===== config.mk =====
export PLATFORM = sky130hd
export DESIGN_NAME = uart_receiver
export DESIGN_NICKNAME = d
export VERILOG_FILES = /design/src/rtl/uart_receiver.sv
export SDC_FILE = /design/constraint.sdc
export NUM_CORES = 1
export LEC_CHECK = 0
export BUFFER_PORTS_ARGS = -buffer_cell sky130_fd_sc_hd__buf_2
export CELL_PAD_IN_SITES_DETAIL_PLACEMENT = 0
export CELL_PAD_IN_SITES_GLOBAL_PLACEMENT = 2
export CORE_ASPECT_RATIO = 0.75
export CORE_MARGIN = 5
export CORE_UTILIZATION = 43
export CTS_BUF_LIST = sky130_fd_sc_hd__clkbuf_8
export DETAILED_ROUTE_END_ITERATION = 10
export PLACE_DENSITY_LB_ADDON = 0.2
export SLEW_MARGIN = 20
export SYNTH_ARGS = -nofsm -noshare
export SYNTH_HDL_FRONTEND = slang
export SYNTH_SLANG_ARGS = --single-unit
export TNS_END_PERCENT = 5

===== constraint.sdc =====
create_clock -name clock_i -period 3 [get_ports clock_i]
set_input_delay 0.75 -clock clock_i [delete_from_list [all_inputs] [get_ports clock_i]]
set_output_delay 0.75 -clock clock_i [all_outputs]
set_load 0.005 [all_outputs]

===== src/rtl/uart_receiver.sv =====
// uart_receiver: 16x-oversampled UART receive framer with start-edge re-phase pulse,
// mid-bit sampling, data_ready/framing_error strobes and break handling.
module uart_receiver #(
  parameter int DATA_BITS   = 8,
  parameter int SAMPLE_RATE = 16
) (
  input  logic                 clock_i,
  input  logic                 reset_i,
  input  logic                 rx_i,
  input  logic                 tick_i,
  output logic                 start_rx_o,
  output logic [DATA_BITS-1:0] data_o,
  output logic                 data_ready_o,
  output logic                 framing_error_o,
  output logic                 busy_o
);
  localparam int TW = $clog2(SAMPLE_RATE);
  localparam int BW = $clog2(DATA_BITS + 1);
  localparam logic [TW-1:0] MID  = TW'(SAMPLE_RATE / 2 - 1);
  localparam logic [TW-1:0] LAST = TW'(SAMPLE_RATE - 1);
  localparam logic [BW-1:0] BLAST = BW'(DATA_BITS - 1);
  typedef enum logic [2:0] {IDLE, START, DATA, STOP, BRK} state_t;
  state_t               state_q;
  logic                 rx_meta_q, rx_s_q;
  logic [TW-1:0]        tick_cnt_q;
  logic [BW-1:0]        bit_cnt_q;
  logic [DATA_BITS-1:0] shift_q;
  assign busy_o = state_q != IDLE;
  always_ff @(posedge clock_i or posedge reset_i) begin
    if (reset_i) begin
      state_q         <= IDLE;
      rx_meta_q       <= 1'b1;
      rx_s_q          <= 1'b1;
      tick_cnt_q      <= '0;
      bit_cnt_q       <= '0;
      shift_q         <= '0;
      data_o          <= '0;
      start_rx_o      <= 1'b0;
      data_ready_o    <= 1'b0;
      framing_error_o <= 1'b0;
    end else begin
      rx_meta_q       <= rx_i;
      rx_s_q          <= rx_meta_q;
      start_rx_o      <= 1'b0;
      data_ready_o    <= 1'b0;
      framing_error_o <= 1'b0;
      case (state_q)
        IDLE: if (!rx_s_q) begin
          start_rx_o <= 1'b1;
          state_q    <= START;
          tick_cnt_q <= '0;
          bit_cnt_q  <= '0;
        end
        START: if (tick_i) begin
          if (tick_cnt_q == MID) begin
            // A high line at mid start bit is a glitch, not a frame.
            state_q    <= rx_s_q ? IDLE : DATA;
            tick_cnt_q <= '0;
          end else tick_cnt_q <= tick_cnt_q + 1'b1;
        end
        DATA: if (tick_i) begin
          if (tick_cnt_q == LAST) begin
            shift_q    <= {rx_s_q, shift_q[DATA_BITS-1:1]};
            tick_cnt_q <= '0;
            if (bit_cnt_q == BLAST) begin
              state_q   <= STOP;
              bit_cnt_q <= '0;
            end else bit_cnt_q <= bit_cnt_q + 1'b1;
          end else tick_cnt_q <= tick_cnt_q + 1'b1;
        end
        STOP: if (tick_i) begin
          if (tick_cnt_q == LAST) begin
            tick_cnt_q <= '0;
            if (rx_s_q) begin
              data_o       <= shift_q;
              data_ready_o <= 1'b1;
              state_q      <= IDLE;
            end else begin
              framing_error_o <= 1'b1;
              state_q         <= BRK;
            end
          end else tick_cnt_q <= tick_cnt_q + 1'b1;
        end
        BRK: if (rx_s_q) state_q <= IDLE;
        default: state_q <= IDLE;
      endcase
    end
  end
endmodule


# [Yosys cells after proc, flatten, opt, wreduce, memory -nomap -nowiden]
# Index checks and enable logic that the tools add are counted.
[word_totals] regBits=32 rom_bits=0 input_bits=4 wordCells=70 memories=0 ram_bits=0 latchBits=0 output_inout_bits=12
[op_classes] bitwise_logic=0 add_sub_neg=2 n_reduce_logical=10 n_lt_le_gt_ge=0 mux=31 n_div=0 shifts=0 n_mul=0 n_eq_ne=17
[ops] cell="4-bit 2-to-1 mux" count=8
[ops] cell="3-bit 2-to-1 mux" count=10
[ops] cell="2-bit inequality test, second input constant" count=9
[ops] cell="3-bit case mux with 5 select lines" count=1
[ops] cell="4-bit case mux with 3 select lines" count=1
[ops] cell="4-bit AND reduction" count=3
[ops] cell="1-bit 2-to-1 mux" count=9
[ops] cell="9-bit AND reduction" count=1
[ops] cell="4-bit by 1-bit adder with 4-bit output, second input constant" count=2
[ops] cell="4-bit by 3-bit equality test with 1-bit output, second input constant" count=2
[ops] cell="4-bit case mux with 2 select lines" count=1
[ops] cell="3-bit by 2-bit equality test with 1-bit output, second input constant" count=2
[ops] cell="3-bit nonzero test" count=2
[ops] cell="4-bit equality test, second input constant" count=1
[ops] cell="3-bit by 1-bit equality test with 1-bit output, second input constant" count=1
[ops] cell="3-bit equality test, second input constant" count=1
[ops] cell="3-bit logical NOT" count=1
[ops] cell="3-bit AND reduction" count=1
[ops] cell="2-bit 2-to-1 mux" count=1
[ops] cell="2-bit by 1-bit inequality test with 1-bit output, second input constant" count=1
[ops] cell="2-bit nonzero test" count=1
[ops] cell="2-bit OR reduction" count=1

# [Logic depth before layout (Yosys ltp)]
[depth] ltp_word=5 depth_mapped=5 ltp_nobuf=5

# [Worst setup path after synthesis]
# No wires, ideal clock.
[synth_path] path_type="input to register" start="in tick_i" end="reg data_o[0]" slack_ns=0.954 arrival_time_ns=1.921 path_stages=5 t_required_ns=2.875 path_buffers=1 setup_time_ns=0.125 path_cell_list="clkbuf_1 nand2_1 nor2b_1 nand3_1 mux2_2"
[synth_via] elab_chain_cells=1
[synth_lines] item="from (decl)" line="10" source="input logic tick_i,"
[synth_lines] item="4-bit AND reduction (no line)"
[synth_lines] item="to (signal assigned)" line="75" source="data_o <= shift_q;"
[synth_lines] item="to (decl)" line="12" source="output logic [DATA_BITS-1:0] data_o,"
# No other way between the ends.
# A chain may end at the register's enable or synchronous reset.

# [Worst setup path in the final report]
[layout_path] start="reg state_q[2]" end="out busy_o"
[layout_via] elab_chain_cells=1
[layout_lines] item="from (decl)" line="23" source="state_t state_q;"
[layout_lines] item="from (signal assigned)" line="57" source="state_q <= rx_s_q ? IDLE : DATA;"
[layout_lines] item="3-bit nonzero test" line="28" source="assign busy_o = state_q != IDLE;"
[layout_lines] item="to (decl)" line="15" source="output logic busy_o"
# No other way between the ends.

==> results.txt <==
The top cell type by area accounts for between 50% and 60% of the synthesized area. After legalization and detailed placement, the total HPWL measured slightly above 2000 um. The hold violation count in the final report is 0. The net total in the final layout came out at roughly 150. After synthesis, the most frequently instantiated cells are 30 x sky130_fd_sc_hd__dfrtp_1, 14 x sky130_fd_sc_hd__mux2_2, 12 x sky130_fd_sc_hd__nand2_1. TritonCTS built the clock tree. The first-pass GRT wire length is 5002 um.

In this run the core area contains 18 standard-cell rows. The total detailed-routing wirelength is around 2800 um. The register area came out at around 800 um^2.

The transition time of the tightest slew-check pin is 0.4496 ns. The clock tree synthesis step divided the H-tree into 2 levels. The top achievable clock speed came out at ~470 MHz. The worst-skew pair later-pin latency is around 0.28 ns. The via count of the first global-routing pass is between 900 and 1000. The number of antenna violations at the first check in global routing is 0.

The flip-flop cell with the highest count after synthesis is sky130_fd_sc_hd__dfrtp_1. The finished layout cell area came out at approximately 0.0016 mm^2. After detailed routing, the number of remaining DRC violations is 0. The first routing iteration left between 70 and 80 violations. The required time of the worst setup path came out at around 2.3 ns.

After clock tree synthesis, the flow added hold-fix buffers numbering 0. Between clock sinks in the finished design, the worst skew comes to ~0.0067 ns. The sort of element at the start of the critical path is a flip-flop. In this run, synthesis produced a sequential element count of 32. The multi-input combinational cell area came out at 570.5 um^2. The total cell area at the placement stage came out at roughly 0.0015 mm^2. The worst hold path passes through 0 cells. Dividing the detail-routed wire length by the instance count gives roughly 15 um.

The core area came out at between 0.003 and 0.004 mm^2. The clock edge transition at the registers on the reported setup and hold paths came out at ~0.06 ns. The analysis attributes to cell leakage a power of around 0.87 nW. The maximum fanout along the worst path came out at 10. The die is between 50 and 60 um tall. In the global route stage, overall resource usage came out at roughly 14%. The power spent charging and discharging nets is about 360 uW. In the synthesized netlist the async set-or-reset flop fraction comes to 100.0%. The register-to-register setup slack came out at between 0.9 and 1 ns. The fraction of power spent switching nets is approximately 30%. The max-slew violation count is 0. The clock sink total came out at 32.

The post-CTS setup buffer count is 0. The number of routed nets with antenna violations is 0. The Yosys step of the flow raised 0 warnings. Counting cells, the worst reg-to-reg path comes to 4. The startpoint identified for the worst hold timing path is rx_meta_q. The startpoint identified for the worst register-to-register timing path is state_q[1]. The critical setup path kind is reg2out.

The worst relative slew slack is between 60% and 70%. The run finished with clean final reports. The number of clock buffers added by TritonCTS is 5. The cell type contributing the most total cell area after synthesis is sky130_fd_sc_hd__dfrtp_1. After detailed routing, the number of vias per cell comes to around 5.4. Compared with the post-synthesis result, the final layout area differs by 15.67%.

The residual overflow from global routing is 0. The final RePlAce weighted congestion is 0.7243. The reg-to-reg endpoint is data_o[7]. The worst-case vdd ir drop came out at between 0.4 and 0.5 mV. Pin placement for this block handled 16 I/O pins. The number of diodes is 0. In this run the tool buffered the top-level ports with 15 buffer cells.

Setup repair after global routing left no endpoint under its margin. Setup violations remaining at the end of the flow were counted as 0. The clock power share came out at between 30% and 40%. The min-delay analysis places its worst path in the category reg2reg. In the final layout, the share of cells above drive strength 1 is between 30% and 40%. In the post-synthesis netlist, the biggest area contributors are sky130_fd_sc_hd__dfrtp_1 53%, sky130_fd_sc_hd__mux2_2 11%, sky130_fd_sc_hd__dfstp_2 3.7%, sky130_fd_sc_hd__nand2_1 3.2%, sky130_fd_sc_hd__inv_1 2.1%.

For this run, the detailed router's first-pass iteration total came to 4. For this design the ratio of total power to cell area is 731.0 mW/mm^2. The sequential fraction of design power is about 47%.

STA classifies the critical path endpoint as an output pin. The maximum number of buffers from clock root to sink is 2. The average size of a mapped cell is 11.56 um^2. The cell-internal power is about 840 uW. The pin count of the biggest net entering global routing is 33. The post-cts resize count is 0.

The final critical-path setup slack is 0.8624 ns. The post-route setup TNS is 0 ns. The worst-case setup slack after placement is about 0.74 ns. The tree is rooted in a sky130_fd_sc_hd__clkbuf_8. Of the synthesized area, sequential elements account for between 50% and 60%.

The number of nets in the synthesized netlist came out at 129. In the post-synthesis netlist, the cell with the most instances is sky130_fd_sc_hd__dfrtp_1. The time the final worst path needs with I/O delays and setup came out at 2.138 ns.

The arrival time at the worst endpoint is around 1.4 ns. The initial core utilization is roughly 44%. The tool flagged a number of max-cap violations equal to 0. The number of distinct library cells after synthesis is 36. The number of fill cells in the layout came out at ~300. For hold timing, the worst endpoint is rx_s_q. The floorplan die area came out at about 0.0046 mm^2. The gate count of the mapped netlist is around 120. The detailed router placed ~990 vias in this run.

After synthesis the cells add up to about 0.0014 mm^2. The portion of total power attributed to combinational logic is between 20% and 30%. In this run the horizontal extent of the chip is approximately 76 um. The count of flip-flops with a built-in enable after synthesis came out at 0. The utilization after layout came out at ~51%. The part of the cycle the worst path needs is ~71%.
==> flip-flops by register name, summed over array words and instances, names as in the netlist <==
| signal | flops |
|---|---|
| start_rx_o | 1 |
| tick_cnt_q | 4 |
| data_o | 8 |
| bit_cnt_q | 4 |
| framing_error_o | 1 |
| rx_s_q | 1 |
| shift_q | 8 |
| rx_meta_q | 1 |
| state_q | 3 |
| data_ready_o | 1 |
==> worst max-delay path: stages (launching register included) <==
cell and delay (ns):
sky130_fd_sc_hd__dfrtp_1 0.50, sky130_fd_sc_hd__nor2_1 0.38, sky130_fd_sc_hd__nand2_1 0.10, sky130_fd_sc_hd__buf_2 0.14
==> kinds of logic (layout without fill, tap and decap cells) <==
group,Yosys count,in the layout,share of synthesized area [%]
AOI/OAI and AO/OA,22,22,11.71
adders and majority gates,2,2,1.760
DFF,32,32,56.51
muxes,17,17,13.38
buffers and inverters,12,32,3.345
xor gates and xnor gates,1,1,0.6163
and+or+nand+nor,37,37,12.68
==> worst max-delay path by stage <==
stage          cells past startpoint       start   endpoint  slack, ns
2_1_floorplan                      5      tick_i  data_o[0]       0.95
3_3_place_gp                       5      tick_i  data_o[7]       0.85
3_5_place_dp                       5      tick_i  data_o[7]       0.74
4_1_cts                            3  state_q[2]     busy_o       0.84
5_1_grt                            4  state_q[1]  data_o[7]       0.71
6_report                           3  state_q[2]     busy_o       0.86
==> power by group through the flow <==
stage / clock [mW] / combinational (mW) / sequential [mW]
2_1_floorplan: 0 / 0.213 / 0.538
6_report: 0.395 / 0.245 / 0.562
4_1_cts: 0.403 / 0.249 / 0.562
3_3_place_gp: 0 / 0.242 / 0.567
3_5_place_dp: 0 / 0.249 / 0.569
5_1_grt: 0.428 / 0.281 / 0.574
==> final cells by class <==
| cell class | count | share of cell area (%) |
|---|---|---|
| sequential | 32 | 48.86 |
| timing repair buffer | 16 | 5.023 |
| multi-input combinational | 79 | 34.70 |
| inverter | 8 | 1.826 |
| tap | 40 | 3.044 |
| clock buffer | 5 | 4.186 |
| clock inverter | 3 | 2.359 |
==> stage by stage <==
step | hold slack (ns) | instances | total power, mW
after CTS | 0.3622 | 183 | 1.214
final | 0.3589 | 183 | 1.202
after global placement | 0.3486 | 175 | 0.8096
after floorplan | 0.3452 | 123 | 0.7510
after detailed placement | 0.3528 | 175 | 0.8182
after global routing | 0.3656 | 183 | 1.284
==> cell usage in the layout, fill, tap and decap left out, types with 3 or more instances in the layout <==
| cell type | instances |
|---|---|
| sky130_fd_sc_hd__dfrtp_1 | 30 |
| sky130_fd_sc_hd__nand2_1 | 12 |
| sky130_fd_sc_hd__nor2_1 | 7 |
| sky130_fd_sc_hd__inv_1 | 9 |
| sky130_fd_sc_hd__clkbuf_8 | 5 |
| sky130_fd_sc_hd__buf_2 | 15 |
| sky130_fd_sc_hd__nand4_1 | 3 |
| sky130_fd_sc_hd__o21ai_0 | 3 |
| sky130_fd_sc_hd__mux2_2 | 14 |
| sky130_fd_sc_hd__nand3_1 | 5 |
| sky130_fd_sc_hd__a21oi_1 | 3 |
| sky130_fd_sc_hd__nor3_1 | 4 |
==> layer usage <==
metal	vias up	global-route usage (%)	share of wire, %
met2	23	20.98	45
met1	483	19.27	48
met4	0	2.993	0.46
met3	2	5.120	6.0
met5	-	0	0
li1	480	-	-
Power figures use the tool's default switching activity.
